==> config.mk <==
export PLATFORM = sky130hd
export DESIGN_NAME = wb_port_arbiter_flat
export DESIGN_NICKNAME = d
export VERILOG_FILES = /design/src/rtl/wb_port_arbiter_pkg.sv /design/src/rtl/wb_port_arbiter_if.sv /design/src/rtl/wb_pend_fifo.sv /design/src/rtl/wb_port_arbiter.sv /design/src/flat_wrapper.sv
export SDC_FILE = /design/constraint.sdc
export NUM_CORES = 1
export LEC_CHECK = 0
export BUFFER_PORTS_ARGS = -buffer_cell sky130_fd_sc_hd__buf_2
export CAP_MARGIN = 5
export CORE_MARGIN = 2
export CORE_UTILIZATION = 40
export DETAILED_ROUTE_END_ITERATION = 7
export PLACE_DENSITY_LB_ADDON = 0.3
export REMOVE_ABC_BUFFERS = 1
export SLEW_MARGIN = 10
export SYNTH_ARGS = -nofsm -noshare
export SYNTH_HDL_FRONTEND = slang
export SYNTH_SLANG_ARGS = --single-unit
==> constraint.sdc <==
create_clock -name clk -period 3.6 [get_ports clk]
set_input_delay 0.72 -clock clk [delete_from_list [all_inputs] [get_ports clk]]
set_output_delay 0.72 -clock clk [all_outputs]
set_load 0.05 [all_outputs]
==> src/rtl/wb_port_arbiter_pkg.sv <==
// rtl/wb_port_arbiter_pkg.sv - Widths, depths and shared types for the register-file write port arbiter
package wb_port_arbiter_pkg;

  localparam int DSIZE        = 16;
  localparam int ASIZE        = 4;
  localparam int WBA_DEPTH    = 2;
  localparam int WBA_MAX_WAIT = 3;

  localparam int CNT_W  = $clog2(WBA_DEPTH + 1);
  localparam int PTR_W  = $clog2(WBA_DEPTH);
  localparam int WAIT_W = $clog2(WBA_MAX_WAIT + 1);

  typedef enum logic [1:0] {
    ST_IDLE,
    ST_PEND,
    ST_FORCE
  } arb_state_t;

  typedef struct packed {
    logic             valid;
    logic [ASIZE-1:0] addr;
    logic [DSIZE-1:0] data;
  } pend_entry_t;

endpackage

==> src/rtl/wb_port_arbiter_if.sv <==
// rtl/wb_port_arbiter_if.sv - Pipeline, multi-cycle unit and register-file port signals
interface wb_port_arbiter_if;
  import wb_port_arbiter_pkg::*;

  logic             wb_we;
  logic [ASIZE-1:0] wb_waddr;
  logic [DSIZE-1:0] wb_wdata;
  logic             cp_valid;
  logic [ASIZE-1:0] cp_waddr;
  logic [DSIZE-1:0] cp_wdata;
  logic             cp_ready;
  logic             rf_we;
  logic [ASIZE-1:0] rf_waddr;
  logic [DSIZE-1:0] rf_wdata;
  logic             stall_pipe;
  logic [CNT_W-1:0] pend_cnt;

  modport slave (
    input  wb_we, wb_waddr, wb_wdata, cp_valid, cp_waddr, cp_wdata,
    output cp_ready, rf_we, rf_waddr, rf_wdata, stall_pipe, pend_cnt
  );

  modport master (
    output wb_we, wb_waddr, wb_wdata, cp_valid, cp_waddr, cp_wdata,
    input  cp_ready, rf_we, rf_waddr, rf_wdata, stall_pipe, pend_cnt
  );

endinterface

==> src/rtl/wb_pend_fifo.sv <==
// rtl/wb_pend_fifo.sv - In-order buffer of multi-cycle results with per-entry valid and address cancel
module wb_pend_fifo
  import wb_port_arbiter_pkg::*;
(
  input  logic             clk,
  input  logic             rst,
  input  logic             push_i,
  input  logic [ASIZE-1:0] push_addr_i,
  input  logic [DSIZE-1:0] push_data_i,
  input  logic             pop_i,
  input  logic             cancel_i,
  input  logic [ASIZE-1:0] cancel_addr_i,
  output logic             head_present_o,
  output pend_entry_t      head_o,
  output logic [CNT_W-1:0] cnt_o
);

  pend_entry_t      ent_q [WBA_DEPTH];
  logic [PTR_W-1:0] rd_ptr_q;
  logic [CNT_W-1:0] cnt_q;
  logic [PTR_W-1:0] wr_ptr;

  assign wr_ptr = rd_ptr_q + cnt_q[PTR_W-1:0];

  // Cancel is applied before the push so an entry arriving alongside a matching write survives.
  always_ff @(posedge clk) begin
    if (rst) begin
      for (int i = 0; i < WBA_DEPTH; i++) begin
        ent_q[i] <= '0;
      end
      rd_ptr_q <= '0;
      cnt_q    <= '0;
    end else begin
      if (cancel_i) begin
        for (int i = 0; i < WBA_DEPTH; i++) begin
          if (ent_q[i].addr == cancel_addr_i) begin
            ent_q[i].valid <= 1'b0;
          end
        end
      end
      if (push_i) begin
        ent_q[wr_ptr] <= '{valid: 1'b1, addr: push_addr_i, data: push_data_i};
      end
      if (pop_i) begin
        rd_ptr_q <= rd_ptr_q + 1'b1;
      end
      cnt_q <= cnt_q + CNT_W'(push_i) - CNT_W'(pop_i);
    end
  end

  assign head_present_o = (cnt_q != '0);
  assign head_o         = ent_q[rd_ptr_q];
  assign cnt_o          = cnt_q;

endmodule

==> src/rtl/wb_port_arbiter.sv <==
// rtl/wb_port_arbiter.sv - Shares the single register-file write port between pipeline and multi-cycle unit
module wb_port_arbiter
  import wb_port_arbiter_pkg::*;
(
  input  logic             clk,
  input  logic             rst,
  wb_port_arbiter_if.slave bus
);

  arb_state_t        state_q, state_d;
  logic [WAIT_W-1:0] wait_q, wait_d;
  logic              stall_q, stall_d;
  logic              cp_ready_q, cp_ready_d;
  logic              rf_we_q, rf_we_d;
  logic [ASIZE-1:0]  rf_waddr_q, rf_waddr_d;
  logic [DSIZE-1:0]  rf_wdata_q, rf_wdata_d;

  logic              push, pop, pipe_grant;
  logic              head_present;
  pend_entry_t       head;
  logic [CNT_W-1:0]  fifo_cnt, cnt_after;

  assign push = bus.cp_valid & cp_ready_q;

  wb_pend_fifo u_fifo (
    .clk            (clk),
    .rst            (rst),
    .push_i         (push),
    .push_addr_i    (bus.cp_waddr),
    .push_data_i    (bus.cp_wdata),
    .pop_i          (pop),
    .cancel_i       (pipe_grant),
    .cancel_addr_i  (bus.wb_waddr),
    .head_present_o (head_present),
    .head_o         (head),
    .cnt_o          (fifo_cnt)
  );

  always_ff @(posedge clk) begin
    if (rst) begin
      state_q    <= ST_IDLE;
      wait_q     <= '0;
      stall_q    <= 1'b0;
      cp_ready_q <= 1'b0;
      rf_we_q    <= 1'b0;
      rf_waddr_q <= '0;
      rf_wdata_q <= '0;
    end else begin
      state_q    <= state_d;
      wait_q     <= wait_d;
      stall_q    <= stall_d;
      cp_ready_q <= cp_ready_d;
      rf_we_q    <= rf_we_d;
      rf_waddr_q <= rf_waddr_d;
      rf_wdata_q <= rf_wdata_d;
    end
  end

  // An invalid head never needs the port, so it is dropped even while the pipeline writes.
  always_comb begin
    pipe_grant = 1'b0;
    pop        = 1'b0;
    unique case (state_q)
      ST_FORCE: pop = head_present;
      default: begin
        pipe_grant = bus.wb_we;
        pop        = head_present & (~head.valid | ~bus.wb_we);
      end
    endcase
  end

  always_comb begin
    rf_we_d    = 1'b0;
    rf_waddr_d = rf_waddr_q;
    rf_wdata_d = rf_wdata_q;
    if (pop && head.valid) begin
      rf_we_d    = 1'b1;
      rf_waddr_d = head.addr;
      rf_wdata_d = head.data;
    end else if (pipe_grant) begin
      rf_we_d    = 1'b1;
      rf_waddr_d = bus.wb_waddr;
      rf_wdata_d = bus.wb_wdata;
    end
  end

  always_comb begin
    cnt_after  = fifo_cnt + CNT_W'(push) - CNT_W'(pop);
    cp_ready_d = (cnt_after < CNT_W'(WBA_DEPTH));
    wait_d     = '0;
    state_d    = (cnt_after != '0) ? ST_PEND : ST_IDLE;
    if (state_q == ST_PEND && !pop) begin
      wait_d = wait_q + 1'b1;
      if (wait_q == WAIT_W'(WBA_MAX_WAIT - 1)) begin
        state_d = ST_FORCE;
      end
    end
    stall_d = (state_d == ST_FORCE);
  end

  assign bus.cp_ready   = cp_ready_q;
  assign bus.rf_we      = rf_we_q;
  assign bus.rf_waddr   = rf_waddr_q;
  assign bus.rf_wdata   = rf_wdata_q;
  assign bus.stall_pipe = stall_q;
  assign bus.pend_cnt   = fifo_cnt;

endmodule

==> src/flat_wrapper.sv <==
// flat-port wrapper written by rule: the top's interface ports become plain ports
module wb_port_arbiter_flat import wb_port_arbiter_pkg::*;
  (clk, rst, bus_wb_we, bus_wb_waddr, bus_wb_wdata, bus_cp_valid, bus_cp_waddr, bus_cp_wdata, bus_cp_ready, bus_rf_we, bus_rf_waddr, bus_rf_wdata, bus_stall_pipe, bus_pend_cnt);
  wb_port_arbiter_if bus_i ();
  input  logic clk;
  input  logic rst;
  input wire logic [$bits(bus_i.wb_we)-1:0] bus_wb_we;
  input wire logic [$bits(bus_i.wb_waddr)-1:0] bus_wb_waddr;
  input wire logic [$bits(bus_i.wb_wdata)-1:0] bus_wb_wdata;
  input wire logic [$bits(bus_i.cp_valid)-1:0] bus_cp_valid;
  input wire logic [$bits(bus_i.cp_waddr)-1:0] bus_cp_waddr;
  input wire logic [$bits(bus_i.cp_wdata)-1:0] bus_cp_wdata;
  output wire logic [$bits(bus_i.cp_ready)-1:0] bus_cp_ready;
  output wire logic [$bits(bus_i.rf_we)-1:0] bus_rf_we;
  output wire logic [$bits(bus_i.rf_waddr)-1:0] bus_rf_waddr;
  output wire logic [$bits(bus_i.rf_wdata)-1:0] bus_rf_wdata;
  output wire logic [$bits(bus_i.stall_pipe)-1:0] bus_stall_pipe;
  output wire logic [$bits(bus_i.pend_cnt)-1:0] bus_pend_cnt;
  assign bus_i.wb_we = bus_wb_we;
  assign bus_i.wb_waddr = bus_wb_waddr;
  assign bus_i.wb_wdata = bus_wb_wdata;
  assign bus_i.cp_valid = bus_cp_valid;
  assign bus_i.cp_waddr = bus_cp_waddr;
  assign bus_i.cp_wdata = bus_cp_wdata;
  assign bus_cp_ready = bus_i.cp_ready;
  assign bus_rf_we = bus_i.rf_we;
  assign bus_rf_waddr = bus_i.rf_waddr;
  assign bus_rf_wdata = bus_i.rf_wdata;
  assign bus_stall_pipe = bus_i.stall_pipe;
  assign bus_pend_cnt = bus_i.pend_cnt;
  wb_port_arbiter u_core (.clk(clk), .rst(rst), .bus(bus_i));
endmodule
=== Word level (Yosys, flattened, before mapping) ===
Memories as Yosys holds them, arrays and structs flattened. A register that Yosys moved wholly into a read port is not among the register bits.
Index checks and enable logic that the tools add are counted.

* Flip-flop bits (word level): 30
* Output and inout bits: 25
* Memory bits (writable): 42
* Memories kept: 1

{| class="wikitable"
|+ Memory list
! name !! depth !! width !! rd ports !! clocked after memory_dff !! wr ports !! RTL line !! text
|-
| u_core.u_fifo.ent_q || 2 || 21 || 3 || 1 || 3 || wb_pend_fifo.sv:18 || <nowiki>pend_entry_t ent_q [WBA_DEPTH];</nowiki>
|}

* $lt $le $gt $ge: 1
* Eq/ne operators: 6
* Mux-type cells: 28
* Add/sub/neg operators: 5
* Bitwise logic cells: 8
* Reduce and logical (&&, ||, !) cells: 7

{| class="wikitable"
|+ Operators by type and width
! operator !! count
|-
| 2-to-1 mux 16 bit || 2
|-
| 2-to-1 mux 1 bit || 22
|-
| == test 4 bit || 2
|-
| 2-to-1 mux 4 bit || 2
|-
| == test 2 bit, second input constant || 3
|-
| nonzero test 2 bit || 3
|-
| 2-to-1 mux 2 bit || 2
|-
| NOT 1 bit || 3
|-
| bitwise OR 1 bit || 3
|-
| adder 2 x 1 -> 2 bit || 1
|-
| adder 2 x 1 -> 2 bit, second input constant || 1
|-
| bitwise AND 1 bit || 2
|-
| == test 2 x 1 -> 1 bit, second input constant || 1
|-
| logical AND 1 bit || 2
|-
| less-than comparator 2 bit, second input constant || 1
|-
| OR reduction 2 bit || 1
|-
| subtractor 2 x 1 -> 2 bit || 1
|-
| adder 1 bit || 1
|-
| adder 1 bit, second input constant || 1
|-
| logical NOT 1 bit || 1
|}

=== Longest topological paths before layout ===
Gate-level depths: netlist (run 1).

* Depth in word-level cells: 10
* Gate-level depth with buffers: 7

=== By module ===
A second synthesis (run 1) with hierarchy kept.

* Cell total of the unflattened synthesis: 302
* Area total of the unflattened synthesis: 3313.2 um2

{| class="wikitable"
|+ By module, submodules not included
! module !! times used !! seq. area each (um2) !! area an instance (um2) !! cells an instance
|-
| wb_pend_fifo || 1 || 1321.3 || 2109.5 || 156
|-
| wb_port_arbiter || 1 || 540.5 || 1203.7 || 146
|}

=== Least setup slack after synthesis (run 1) ===
OpenSTA, ideal clock, no wires.

* Path type: register to register
* Start: register u_core.u_fifo.cnt_q[0], in the netlist u_core.u_fifo.cnt_o[0]
* End: memory u_core.u_fifo.ent_q[0][0] in the netlist's numbering (enable)
* Stages on the path, launching flop included: 3
* Setup time: 0.425 ns
* Period minus slack after synthesis: 2.798 ns
* Path buffers: 0
* Slack: 0.802 ns
* Arrival time: 2.373 ns
* Cells stage by stage: dfxtp_1 xor2_1 o21ai_0

{| class="wikitable"
|+ RTL lines
! element !! RTL line !! text
|-
| start, declared || wb_pend_fifo.sv:20 || <nowiki>logic [CNT_W-1:0] cnt_q;</nowiki>
|-
| start signal, assigned || wb_pend_fifo.sv:47 || <nowiki>cnt_q <= cnt_q + CNT_W'(push_i) - CNT_W'(pop_i);</nowiki>
|-
| end, declared || wb_pend_fifo.sv:18 ||
|}

==> impl_metrics.ini, run 1 <==
[yosys]
yosysSeqAreaShare_pct = 58.40
synth_ff_type = edfxtp_1
syn_area_sq_um = 3188
netlist_top_cells_area = edfxtp_1 38%, dfxtp_1 21%, and2_1 8.0%, mux2i_1 6.3%, o22ai_1 3.9%
synth_top_cell_by_area = edfxtp_1
synth_common_cells = 41 x and2_1, 40 x edfxtp_1, 33 x dfxtp_1
ys_ff_latch = 73
synth_edf_count = 40
yosysMostFrequentCell = and2_1
syn_avg_cell_area_sq_um = 12.17
async_flop_share_pct = 0
netlist_instances = 262
synth_top_area_share_pct = 37.68
ys_warn_count = 0
synth_cell_types = 32

[critical_path]
max_stage_delay_ns = 0.36
worstPathArrival_ns = 2.58
cp.buffers_inverters = 1
cp.required_ns = 3.86
cp-start-kind = register
crit_top_cell = xnor2_1
cp_cell_sequence = buf_4 -> mux2_4 -> a31oi_2 -> xnor2_1 -> ha_1 -> xor2_1 -> xnor2_1 -> a221oi_2
cp_slowest_cell = mux2_4
path_max_fanout = 21
crit_family = compound AO/OA/AOI/OAI gates
criticalPathCategory = register to register
crit_path_end_kind = register

[grt]
gr-usage-all-layers_pct = 15.62
grt_pass1_wl_um = 10070
overflow = 0
grt_max_degree = 29
antenna_found_initial = 0
grt_pass1_vias = 2014

[clocking]
clk_pin_slew_ns = 0.07
ctsHoldBuffers = 0
numCtsBuffers = 9
cts_root_buf = clkbuf_8
h-tree-depth = 3
cts_resized = 0
clockBufferDepth = 2
post-cts-setup-buffer-count = 0
cts_tree = built
clock_latency_ns = 0.34
clkSinkCount = 73

[sta]
finalHoldViolCount = 0
finalCritPeriodShare_pct = 64.55
setup_viol = 0
skew_ns = 0.009532
clock.fmax_mhz = 430.3
slew_violations = 0
fin_crit_ns = 2.324
tns_ns = 0
whs_ns = 0.4184
max_slew.worst_pin.slew_ns = 1.114
slew-limit-headroom_pct = 25.32
rsz0062_at_grt = no

[final_layout]
fill_cells = 701
drive_gt1_share_pct = 32.14
instances_no_fill = 438
fin_area_sq_um = 3827
layout.nets = 377
n_antenna_cell = 0
syn_to_final_growth_pct = 20.05

[route]
firstDrtPassIters = 4
wl_per_cell_um = 14.85
vias_per_cell = 4.845
drt-initial-drc-count = 102
antenna_left = 0
num_vias = 2122
routed_wl_um = 6506
drc = 0

[placement]
dp.cells = 422
place_area_sq_um = 3638
port_buffers = 68
gp_congestion = 0.7215
post-dp-hpwl_um = 4169

[floorplan]
num_rows = 32
core_sq_um = 7727
io_pins = 69
initial_core_util_pct = 41.26
die_h_um = 93.28
die_area_sq_um = 8700
die_x_um = 93.28

[pwr]
leakagePower_nw = 1.578
powerDensity_nw_per_um2 = 630.1
vdd_ir_drop_max_uv = 216.0

[outcome]
status = finished, final reports clean

[run]
maxCapViolations = 0

[hold_path]
hp-class = register to register
-- state kept, by name, indices dropped and copies added (netlist names), named ones only --
signal / count
u_core.bus.stall_pipe: 1
u_core.wait_q: 2
u_core.u_fifo.rd_ptr_q: 1
u_core.bus.cp_ready: 1
u_core.state_q: 2
u_core.u_fifo.cnt_o: 2
u_core.bus.rf_we: 1
u_core.bus.rf_wdata: 16
u_core.u_fifo.ent_q: 42
u_core.bus.rf_waddr: 4
-- cell usage in the layout (no fill, tap or decap), drive strengths merged --
master / n
a21oi: 1
a221oi: 1
a31o: 2
a31oi: 2
and2: 41
and3: 2
buf: 73
bufinv: 1
clkbuf: 12
clkinv: 3
dfxtp: 33
edfxtp: 40
ha: 2
inv: 4
mux2: 21
mux2i: 20
nand2: 23
nand2b: 2
nand3: 2
nor2: 8
nor3: 2
nor4: 2
o21a: 1
o21ai: 2
o22ai: 20
o2bb2ai: 1
or3: 1
xnor2: 4
xor2: 10
-- cell families after synthesis --
family                     after synthesis  share of synthesized area, %
muxes                                   41                         13.81
DFF                                     73                         58.40
adders and majority gates                2                        0.7848
xor gates and xnor gates                14                         3.846
and+or+nand+nor                         83                         13.70
AOI/OAI and AO/OA                       30                         6.711
buffers and inverters                   19                         2.747
-- worst register-to-register path, stage by stage (launching register included) --
cell and delay, ns:
dfxtp_1 0.31, buf_4 0.31, mux2_4 0.36, a31oi_2 0.33
xnor2_1 0.16, ha_1 0.17, xor2_1 0.18, xnor2_1 0.15
a221oi_2 0.28
-- power breakdown --
group          internal, mW  leakage (nW)  switching, mW  total (mW)
logic                 0.281         0.792          0.423       0.704
registers              1.02         0.689         0.0594        1.08
clock network         0.335        0.0978          0.292       0.628
total                  1.64          1.58          0.775        2.41
-- metal layers --
layer / global-route usage [%] / up-vias / part of all wire (%) / routed length [um]
met3: 3.223 / 10 / 5.1 / 330
met4: 8.456 / 0 / 1.4 / 92
met1: 19.55 / 980 / 45 / 2958
met2: 25.30 / 68 / 48 / 3125
met5: 0 / - / 0 / 0
li1: - / 1064 / - / -
-- stage by stage --
| step | total power, mW | worst slack, ns | util, % |
|---|---|---|---|
| after floorplan | 1.613 | 0.8021 | - |
| after global placement | 1.796 | 1.140 | 47.09 |
| after detailed placement | 1.807 | 1.117 | 47.09 |
| after CTS | 2.434 | 1.281 | 49.53 |
| after global routing | 2.535 | 1.133 | 49.53 |
| final | 2.411 | 1.276 | 49.53 |
-- path summary, 6_finish.rpt --
check | from | to | slack [ns] | cells after the start
max | register | u_core.state_q[0] | 1.28 | 8
min | u_core.wait_q[0] | u_core.wait_q[0] | 0.42 | 1
max reg2reg | register | u_core.state_q[0] | 1.28 | 8
min reg2reg | u_core.wait_q[0] | u_core.wait_q[0] | 0.42 | 1
-- final cells by class --
type,count,area (sq um),share of cell area (%)
flip-flops and latches,73,1862,48.64
multi-input cells,170,1256,32.82
repair buffers,73,377.9,9.872
clock buffers,12,145.1,3.792
well taps,102,127.6,3.334
clock inverters,4,43.79,1.144
inverters,4,15.01,0.3923
No activity file was read; power rests on OpenSTA's default activity.
==> inputs of run 2 (changes only) <==
- clock period: 3.6 -> 2.4 ns (I/O delays scaled with it)
==> run 2 against run 1 <==
Final cell count up 0.46%. Maximum frequency is 17% higher. Utilization up 0.60 points. Critical path type unchanged. Highest routed layer unchanged.
==> impl_metrics.ini, run 2 (synthesis gave the netlist of run 1 again) <==
[sta]
skew_ns = 0.005269
rsz0062_at_grt = no
finalCritPeriodShare_pct = 82.92
setup_viol = 0
clock.fmax_mhz = 502.5
setup_ws_ns = 0.4100
whs_ns = 0.3844
max_slew.worst_pin.slew_ns = 0.7294
tns_ns = 0
fin_crit_ns = 1.990
slew-limit-headroom_pct = 51.21
finalHoldViolCount = 0
slew_violations = 0

[final_layout]
fin_area_sq_um = 3874
layout_common_cells = 68 x buf_2, 41 x and2_1, 40 x edfxtp_1, 33 x dfxtp_1, 23 x nand2_1
drive_gt1_share_pct = 32.84
fin_util_pct = 50.13
largest_reg_flops = 42
final_common_cell = buf_2
syn_to_final_growth_pct = 21.51
fill_cells = 708
layout.nets = 379
instances_no_fill = 440
largest_register = u_core.u_fifo.ent_q
n_antenna_cell = 0

[hold_path]
hp-class = input pin to register
hold_start = bus_wb_wdata[5]
min_to = u_core.bus.rf_wdata[5]
min_delay_path_depth = 3

[grt]
grt_pass1_wl_um = 10730
gr-usage-all-layers_pct = 16.64
grt_max_degree = 22
antenna_found_initial = 0
grt_pass1_vias = 2109
overflow = 0

[route]
vias_per_cell = 4.866
drc = 0
num_vias = 2141
routed_wl_um = 6670
drt-initial-drc-count = 87
antenna_left = 0
wl_per_cell_um = 15.16
firstDrtPassIters = 4

[critical_path]
worstPathArrival_ns = 2.25
max_stage_delay_ns = 0.35
crit_path_end_kind = register
r2r-end = u_core.state_q[0]
cp_cell_sequence = mux2_4 -> a31oi_2 -> xnor2_1 -> ha_1 -> xor2_1 -> xnor2_1 -> a221oi_2
path_max_fanout = 4
reg2reg_depth = 7
crit_family = compound AO/OA/AOI/OAI gates
cp-start-kind = register
criticalPathCategory = register to register
cp.required_ns = 2.66
r2r_slack_ns = 0.41
cp.buffers_inverters = 0
crit_top_cell = xnor2_1
cp_slowest_cell = dfxtp_1

[floorplan]
io_pins = 69
die_area_sq_um = 8700
initial_core_util_pct = 41.26
die_x_um = 93.28
num_rows = 32
die_h_um = 93.28
core_sq_um = 7727

[placement]
post-dp-hpwl_um = 4267
place_ws_ns = 0.2774
gp_congestion = 0.7005
port_buffers = 68
dp.cells = 424
place_area_sq_um = 3654

[pwr]
powerDensity_nw_per_um2 = 954.4
leakagePower_nw = 1.605
finalPower_mw = 3.697
vdd_ir_drop_max_uv = 321.3

[clocking]
numCtsBuffers = 9
clockBufferDepth = 2
ctsHoldBuffers = 0
clkSinkCount = 73
cts_resized = 0
clk_pin_slew_ns = 0.07
cts_root_buf = clkbuf_8
h-tree-depth = 3
post-cts-setup-buffer-count = 0
cts_tree = built
clock_latency_ns = 0.35

[outcome]
status = finished, final reports clean

[run]
maxCapViolations = 0
[run 2: cell types whose count changed in the layout (fill, tap and decap cells not counted), sizes merged]
cell,change
clkbuf,+2
clkinv,-2
buf,+2
[run 2: report_power, final]
| part | total (mW) | switching (mW) | internal, mW |
|---|---|---|---|
| combinational | 1.07 | 0.642 | 0.424 |
| clock | 1.01 | 0.444 | 0.565 |
| sequential | 1.62 | 0.0907 | 1.53 |
| total | 3.70 | 1.18 | 2.52 |
[run 2: final cells by class]
type	instances	area [sq um]	share of cell area (%)
Sequential cell	73	1862	48.06
Clock inverter	2	35.03	0.9044
Timing Repair Buffer	75	392.9	10.14
Multi-Input combinational cell	170	1269	32.75
Inverter	4	15.01	0.3876
Clock buffer	14	172.7	4.457
Tap cell	102	127.6	3.295
[run 2: tightest hold or removal path: cells and delay by family]
kind	cells	cell delay, ns
simple gates	1	0.05
compound gates	1	0.06
buf+inv	1	0.10
[run 2: worst max-delay path by stage]
stage,to,slack [ns],cells past startpoint,startpoint
3_3_place_gp,u_core.u_fifo.ent_q[0][4],0.34,4,bus_cp_valid
2_1_floorplan,u_core.u_fifo.ent_q[0][0],-0.40,2,u_core.u_fifo.cnt_o[0]
3_5_place_dp,u_core.u_fifo.ent_q[1][12],0.28,4,bus_cp_valid
6_report,u_core.state_q[0],0.41,7,register
4_1_cts,u_core.state_q[0],0.40,7,register
5_1_grt,u_core.state_q[0],0.24,7,register
[run 2: metal layers]
metal	part of all wire (%)	track usage [%]	up-vias
met4	1.7	8.824	0
met5	0	0	-
met2	50	27.58	59
met3	4.6	2.659	8
li1	-	-	1070
met1	44	20.87	1004
